[src/rtl/icache_refill.sv]
// icache_refill: icache miss refill engine, burst-reads one line and writes it into the victim way
module icache_refill #(
  parameter int ADDR_WIDTH = 64,
  parameter int BUS_WIDTH  = 32,
  parameter int LINE_BEATS = 2
) (
  input  logic                           clk,
  input  logic                           rst_n,
  input  logic                           miss,
  input  logic [ADDR_WIDTH-1:0]          miss_addr,
  input  logic                           lru,
  output logic                           ar_valid,
  input  logic                           ar_ready,
  output logic [ADDR_WIDTH-1:0]          ar_addr,
  output logic [7:0]                     ar_len,
  input  logic                           r_valid,
  output logic                           r_ready,
  input  logic [BUS_WIDTH-1:0]           r_data,
  input  logic [1:0]                     r_resp,
  input  logic                           r_last,
  output logic [1:0]                     line_we,
  output logic [ADDR_WIDTH-1:0]          line_addr,
  output logic [LINE_BEATS*BUS_WIDTH-1:0] line_data,
  output logic                           refresh,
  output logic                           busy,
  output logic                           err
);
  localparam int OFS = $clog2(LINE_BEATS*BUS_WIDTH/8);
  localparam int BW  = LINE_BEATS > 1 ? $clog2(LINE_BEATS) : 1;
  localparam logic [ADDR_WIDTH-1:0] MASK = ~((ADDR_WIDTH'(1) << OFS) - ADDR_WIDTH'(1));
  typedef enum logic [2:0] {IDLE, REQ, RECV, FILL, FAIL} state_t;
  state_t state, state_n;
  logic [ADDR_WIDTH-1:0] addr_q;
  logic [LINE_BEATS*BUS_WIDTH-1:0] line_buf;
  logic [BW-1:0] beat_cnt;
  logic way_q, err_q, last, beat_err, accept;
  assign last     = beat_cnt == BW'(LINE_BEATS-1);
  assign beat_err = (r_resp != 2'b00) || (r_last != last);
  assign accept   = state == RECV && r_valid;
  always_ff @(posedge clk)
    if (!rst_n) state <= IDLE;
    else state <= state_n;
  always_comb begin
    state_n = state;
    unique case (state)
      IDLE: state_n = miss ? REQ : IDLE;
      REQ:  state_n = ar_ready ? RECV : REQ;
      RECV: state_n = accept && last ? ((err_q || beat_err) ? FAIL : FILL) : RECV;
      default: state_n = IDLE;
    endcase
  end
  // Beats land in ascending order; beat_cnt alone decides when the line is complete.
  always_ff @(posedge clk)
    if (!rst_n) begin
      addr_q   <= '0;
      way_q    <= 1'b0;
      err_q    <= 1'b0;
      beat_cnt <= '0;
      line_buf <= '0;
    end else if (state == IDLE && miss) begin
      addr_q   <= miss_addr & MASK;
      way_q    <= lru;
      err_q    <= 1'b0;
      beat_cnt <= '0;
    end else if (accept) begin
      line_buf[int'(beat_cnt)*BUS_WIDTH +: BUS_WIDTH] <= r_data;
      err_q    <= err_q | beat_err;
      beat_cnt <= beat_cnt + BW'(1);
    end
  assign ar_valid  = state == REQ;
  assign ar_addr   = addr_q;
  assign ar_len    = 8'(LINE_BEATS-1);
  assign r_ready   = state == RECV;
  assign line_we   = {way_q, ~way_q} & {2{state == FILL}};
  assign line_addr = addr_q;
  assign line_data = line_buf;
  assign refresh   = state == FILL;
  assign busy      = state != IDLE;
  assign err       = state == FAIL;
endmodule

[config.mk]
export PLATFORM = sky130hd
export DESIGN_NAME = icache_refill
export DESIGN_NICKNAME = d
export VERILOG_FILES = /design/src/rtl/icache_refill.sv
export SDC_FILE = /design/constraint.sdc
export NUM_CORES = 1
export LEC_CHECK = 0
export ABC_AREA = 1
export CORE_AREA = 2 2 122 124
export CTS_CLUSTER_DIAMETER = 40
export CTS_CLUSTER_SIZE = 25
export DETAILED_ROUTE_END_ITERATION = 8
export DIE_AREA = 0 0 124 126
export GPL_ROUTABILITY_DRIVEN = 0
export GPL_TIMING_DRIVEN = 1
export PLACE_DENSITY = 0.88
export SLEW_MARGIN = 20
export SYNTH_ARGS = -nofsm -noshare
export SYNTH_HDL_FRONTEND = slang
export SYNTH_SLANG_ARGS = --single-unit
[constraint.sdc]
create_clock -name clk -period 3.9 [get_ports clk]
set_clock_uncertainty 0.05 [all_clocks]
set_input_delay 0.78 -clock clk [delete_from_list [all_inputs] [get_ports clk]]
set_output_delay 0.78 -clock clk [all_outputs]
set_load 0.01 [all_outputs]
== After elaboration in Yosys (flattened, before gate mapping) ==
Cells that the tools add are included.

* Register bits after elaboration: 131
* Bits in latches: 0
* Memory bits (writable): 0
* ROM bits: 0
* Bits of input ports: 105
* Output and inout bits: 207
* Word-level logic and storage cells: 36
* Memories: 0

* $add $sub $neg: 2
* $mul: 0
* Div/mod/pow operators: 0
* Order comparisons: 0
* Equal/unequal tests: 5
* Shift-type cells: 2
* Multiplexer cells: 6
* Bitwise gates (word level): 5
* Reduce and logical (&&, ||, !) cells: 10

{| class="wikitable"
|+ Operators with widths
! cell !! count
|-
| $bwmux W64 || 1
|-
| $shift A32 B33 Y64 const A || 1
|-
| $shiftx A32 B33 Y64 || 1
|-
| $neg A6 Y33 || 1
|-
| $pmux W3 S3 || 1
|-
| $eq A3 B2 Y1 const B || 2
|-
| $mux W3 || 2
|-
| $eq A3 B1 Y1 const B || 1
|-
| $eq A3 B3 Y1 const B || 1
|-
| $logic_and A1 B1 Y1 || 3
|-
| $logic_not A3 Y1 || 1
|-
| $not A1 Y1 || 3
|-
| $reduce_bool A3 Y1 || 1
|-
| $and A2 B2 Y2 || 1
|-
| $logic_or A1 B1 Y1 || 2
|-
| $mux W2 || 1
|-
| $reduce_and A2 Y1 || 1
|-
| $reduce_bool A2 Y1 || 1
|-
| $reduce_or A2 Y1 || 1
|-
| $add A1 B1 Y1 const B || 1
|-
| $mux W1 || 1
|-
| $ne A1 B1 Y1 || 1
|-
| $or A1 B1 Y1 || 1
|}

== Depth between registers and ports, before layout ==
* Word-level depth: 6
* Depth in mapped cells: 8
* Depth with buffers taken out: 7

== Worst setup path after synthesis ==
OpenSTA, ideal clock, no wires.

* Path kind: register to output
* Start point: register state[0]
* End point: output line_we[0]
* Data arrival time: 0.905 ns
* Required time: 3.070 ns
* Setup slack: 2.165 ns
* Cell stages (with the launch flop): 5
* Path buffers: 0
* Cell sequence: dfxtp_1 nand2_1 nor2_1 inv_1 nor2_1

* Cells in the longest elaborated chain, start to end: 2

{| class="wikitable"
|+ RTL lines
! element !! RTL line !! RTL
|-
| from (decl) || 32 || <nowiki>state_t state, state_n;</nowiki>
|-
| from (signal assigned) || 42 || <nowiki>else state <= state_n;</nowiki>
|-
| $eq A3 B2 Y1 || - ||
|-
| via refresh || 24 || <nowiki>output logic refresh,</nowiki>
|-
| $and A2 B2 Y2 || 74 || <nowiki>assign line_we = {way_q, ~way_q} & {2{state == FILL}};</nowiki>
|-
| to (decl) || 21 || <nowiki>output logic [1:0] line_we,</nowiki>
|}

The timed path passes the listed nets, and every way through them passes these cells.

== Worst setup path after layout ==
* Start point: register state[0]
* End point: output line_we[0]

* Cells in the longest elaborated chain, start to end: 2

{| class="wikitable"
|+ RTL lines
! element !! RTL line
|-
| $eq A3 B2 Y1 || 74
|-
| $and A2 B2 Y2 || 74
|}

No other way between the ends.

==> impl_metrics.yaml <==
worst_setup_path:
  reg2reg_depth: 6
  r2r-end: "state[0]"
  crit_type: "reg2out"
  crit_required_ns: 3.07
  r2r-start: "state[2]"
  cp-end-kind: "primary output"
  arrival_ns: 1.80
  critPathLaunchType: "register"
  rrSetupSlack_ns: 1.73
  crit_fanout: 6
detailed_routing:
  drc: 0
  firstDrtPassIters: 4
  drtIter0Drc: 286
  vias_per_cell: 4.636
  drtAntennaViolNets: 0
  drt-wirelength-per-cell_um: 14.86
  wl_um: 16060
  vias: 5011
logic_synthesis:
  synth_edf_count: 0
  yosysTopAreaCell: "dfxtp_1"
  yosysUniqueCellTypes: 23
  netlist_area_um2: 5443
  ys_seq_area_frac: 0.4818
  yosysMostFrequentCell: "dfxtp_1"
  ys.warnings.count: 0
  synthArstFlopShare: 0
  synth.top_cell.area_share: 0.4818
  ys_seq_elements: 131
  ys.flop_type: "dfxtp_1"
  synthCells: 672
  synthTopCellsByArea: "dfxtp_1, buf_4, a21oi_1, o21ai_0, nor2_1"
  yosys-top-cells-count: "dfxtp_1, a21oi_1, buf_4, o21ai_0, nor2_1"
  syn_area_per_cell_um2: 8.099
finish:
  multiInputGateArea_um2: 1742
  utilization: 0.5873
  syn2layout_area_growth_pct: 54.46
  ff_latch_area_um2: 2623
  nFillCells: 1279
  stdcell_count: 1081
  layout-drive-gt1-share: 0.05134
  nNetsFinal: 989
worst_hold_path:
  holdCritStartpoint: "line_data[21]"
  worstHoldPathCells: 2
  hold_class: "reg2reg"
  worstHoldEndpoint: "line_data[21]"
clocking:
  cts_made_buffers: 17
  clk_pin_slew_worst_paths_ns: 0.05
  cts_buffer_depth: 2
  cts_hold_buf: 0
  cts_root_buf: "clkbuf_16"
  cts_resized: 0
  postCtsSetupBuffers: 0
  cts_tree: "yes"
  clock_sinks: 131
  clock_latency_ns: 0.41
  htree_levels: 4
placed_design:
  dp_slack_ns: 1.134
  dpl.hpwl_um: 11300
  dp_cells: 1049
  portBuffers: 294
timing:
  rsz0062_at_grt: "no"
  post-route-period-util: 0.6739
  fmax_ghz: 0.3805
  setup_viol: 0
  finalHoldViolCount: 0
  setup_ws_ns: 1.272
  hold_ws_ns: 0.4067
  worst_pin_slew_ns: 1.020
  setup_tns_ns: 0
  maxSlewHeadroom: 0.3198
  period_needed_ns: 2.628
  slew_violations: 0
job:
  max_cap_violations: 0
power_and_ir_drop:
  p_leak_uw: 0.003209
  peakVddDrop_v: 0.0002451
  power.density_nw_per_um2: 428.5
floorplanning:
  die_area_um2: 15620
  dieHeight_um: 126
  ioPinCount: 312
  start_util: 0.3802
  core_um2: 14310
  die_w_um: 124
  core.rowCount: 44
global_routing:
  grt_max_degree: 127
  overflow: 0
  grt_pass1_vias: 4735
  antenna_found_initial: 1
  grt_pass1_wl_um: 24250
  grt_use_total: 0.2017
outcome:
  run_status: "finished, final reports clean"
## state kept, by name (all words and copies together) (netlist names)
signal and flops:
line_data 64, ar_addr 61, state 3, beat_cnt 1
err_q 1, way_q 1
## power breakdown
part / leakage, uW / internal (uW) / switching, uW / total, uW
logic: 0.00186 / 345 / 253 / 598
registers: 0.00107 / 1410 / 57.3 / 1470
clock network: 0.000274 / 951 / 585 / 1540
total: 0.00321 / 2710 / 895 / 3600
## layout make-up
type	count	share of cell area
flip-flops and latches	131	0.3120
clock buffers	18	0.05224
repair buffers	297	0.3521
well taps	184	0.02739
multi-input cells	364	0.2072
diodes	1	0.0002977
clock inverters	13	0.01622
inverters	73	0.03259
## metrics by stage
stage | instance area (um^2) | total power (uW)
after floorplan | 5488 | 1801
after global placement | 7829 | 2082
after detailed placement | 7829 | 2098
after CTS | 8404 | 3649
after global routing | 8407 | 3759
final | 8407 | 3602
## cells in the final DEF, fill, tap and decap left out
master           Yosys  final
nor2_8               2      2
inv_2                4      4
clkbuf_16            0     17
o21ai_0             77     77
o21bai_1             1      1
nor2_1              73     73
nor3_1               4      4
clkdlybuf4s50_1      0    293
bufinv_16            0      2
nand2_4              2      2
nand3_1             34     34
nand2_1             40     40
dfxtp_1            131    131
nor3_2               1      1
clkinv_1             0      1
buf_4               79      3
buf_2               11      1
clkinvlp_4           0      4
inv_6                0      1
clkinv_4             0      2
nand4_4              1      1
inv_1               69     68
clkinv_2             0      4
nand3_4              0      1
diode_2              0      1
clkbuf_8             1      1
a21oi_1             96     96
o21ai_1             18     18
conb_1               2     14
## worst max path at each step
stage	from	to	slack [ns]	cells past startpoint
2_1_floorplan	state[0]	line_we[0]	2.16	4
5_1_grt	state[0]	line_we[0]	1.10	5
4_1_cts	state[0]	line_we[0]	1.21	5
3_3_place_gp	miss	state[0]	1.12	6
3_5_place_dp	miss	state[0]	1.13	6
6_report	state[0]	line_we[0]	1.27	5
## logic make-up after synthesis
logic type	share of synthesized area
buffers and inverters	0.2078
AOI/OAI and AO/OA	0.1770
DFF	0.4818
other	0.001380
and+or+nand+nor	0.1320
## worst max-delay path, stage by stage (launching register included)
cell and delay (ns):
dfxtp_1 0.41, nand2_1 0.09, nor2_1 0.13, inv_1 0.10, nor2_1 0.09, clkdlybuf4s50_1 0.57
## metal layers
layer  routed length [um]  vias to the layer above  track usage
met5                    0                        -            0
met4                  393                        0      0.08592
met3                 1502                       23      0.08741
met2                 8068                      216       0.3462
met1                 6098                     2274       0.2135
li1                     -                     2498            -
Note: power is estimated with default switching activity, not from simulation.
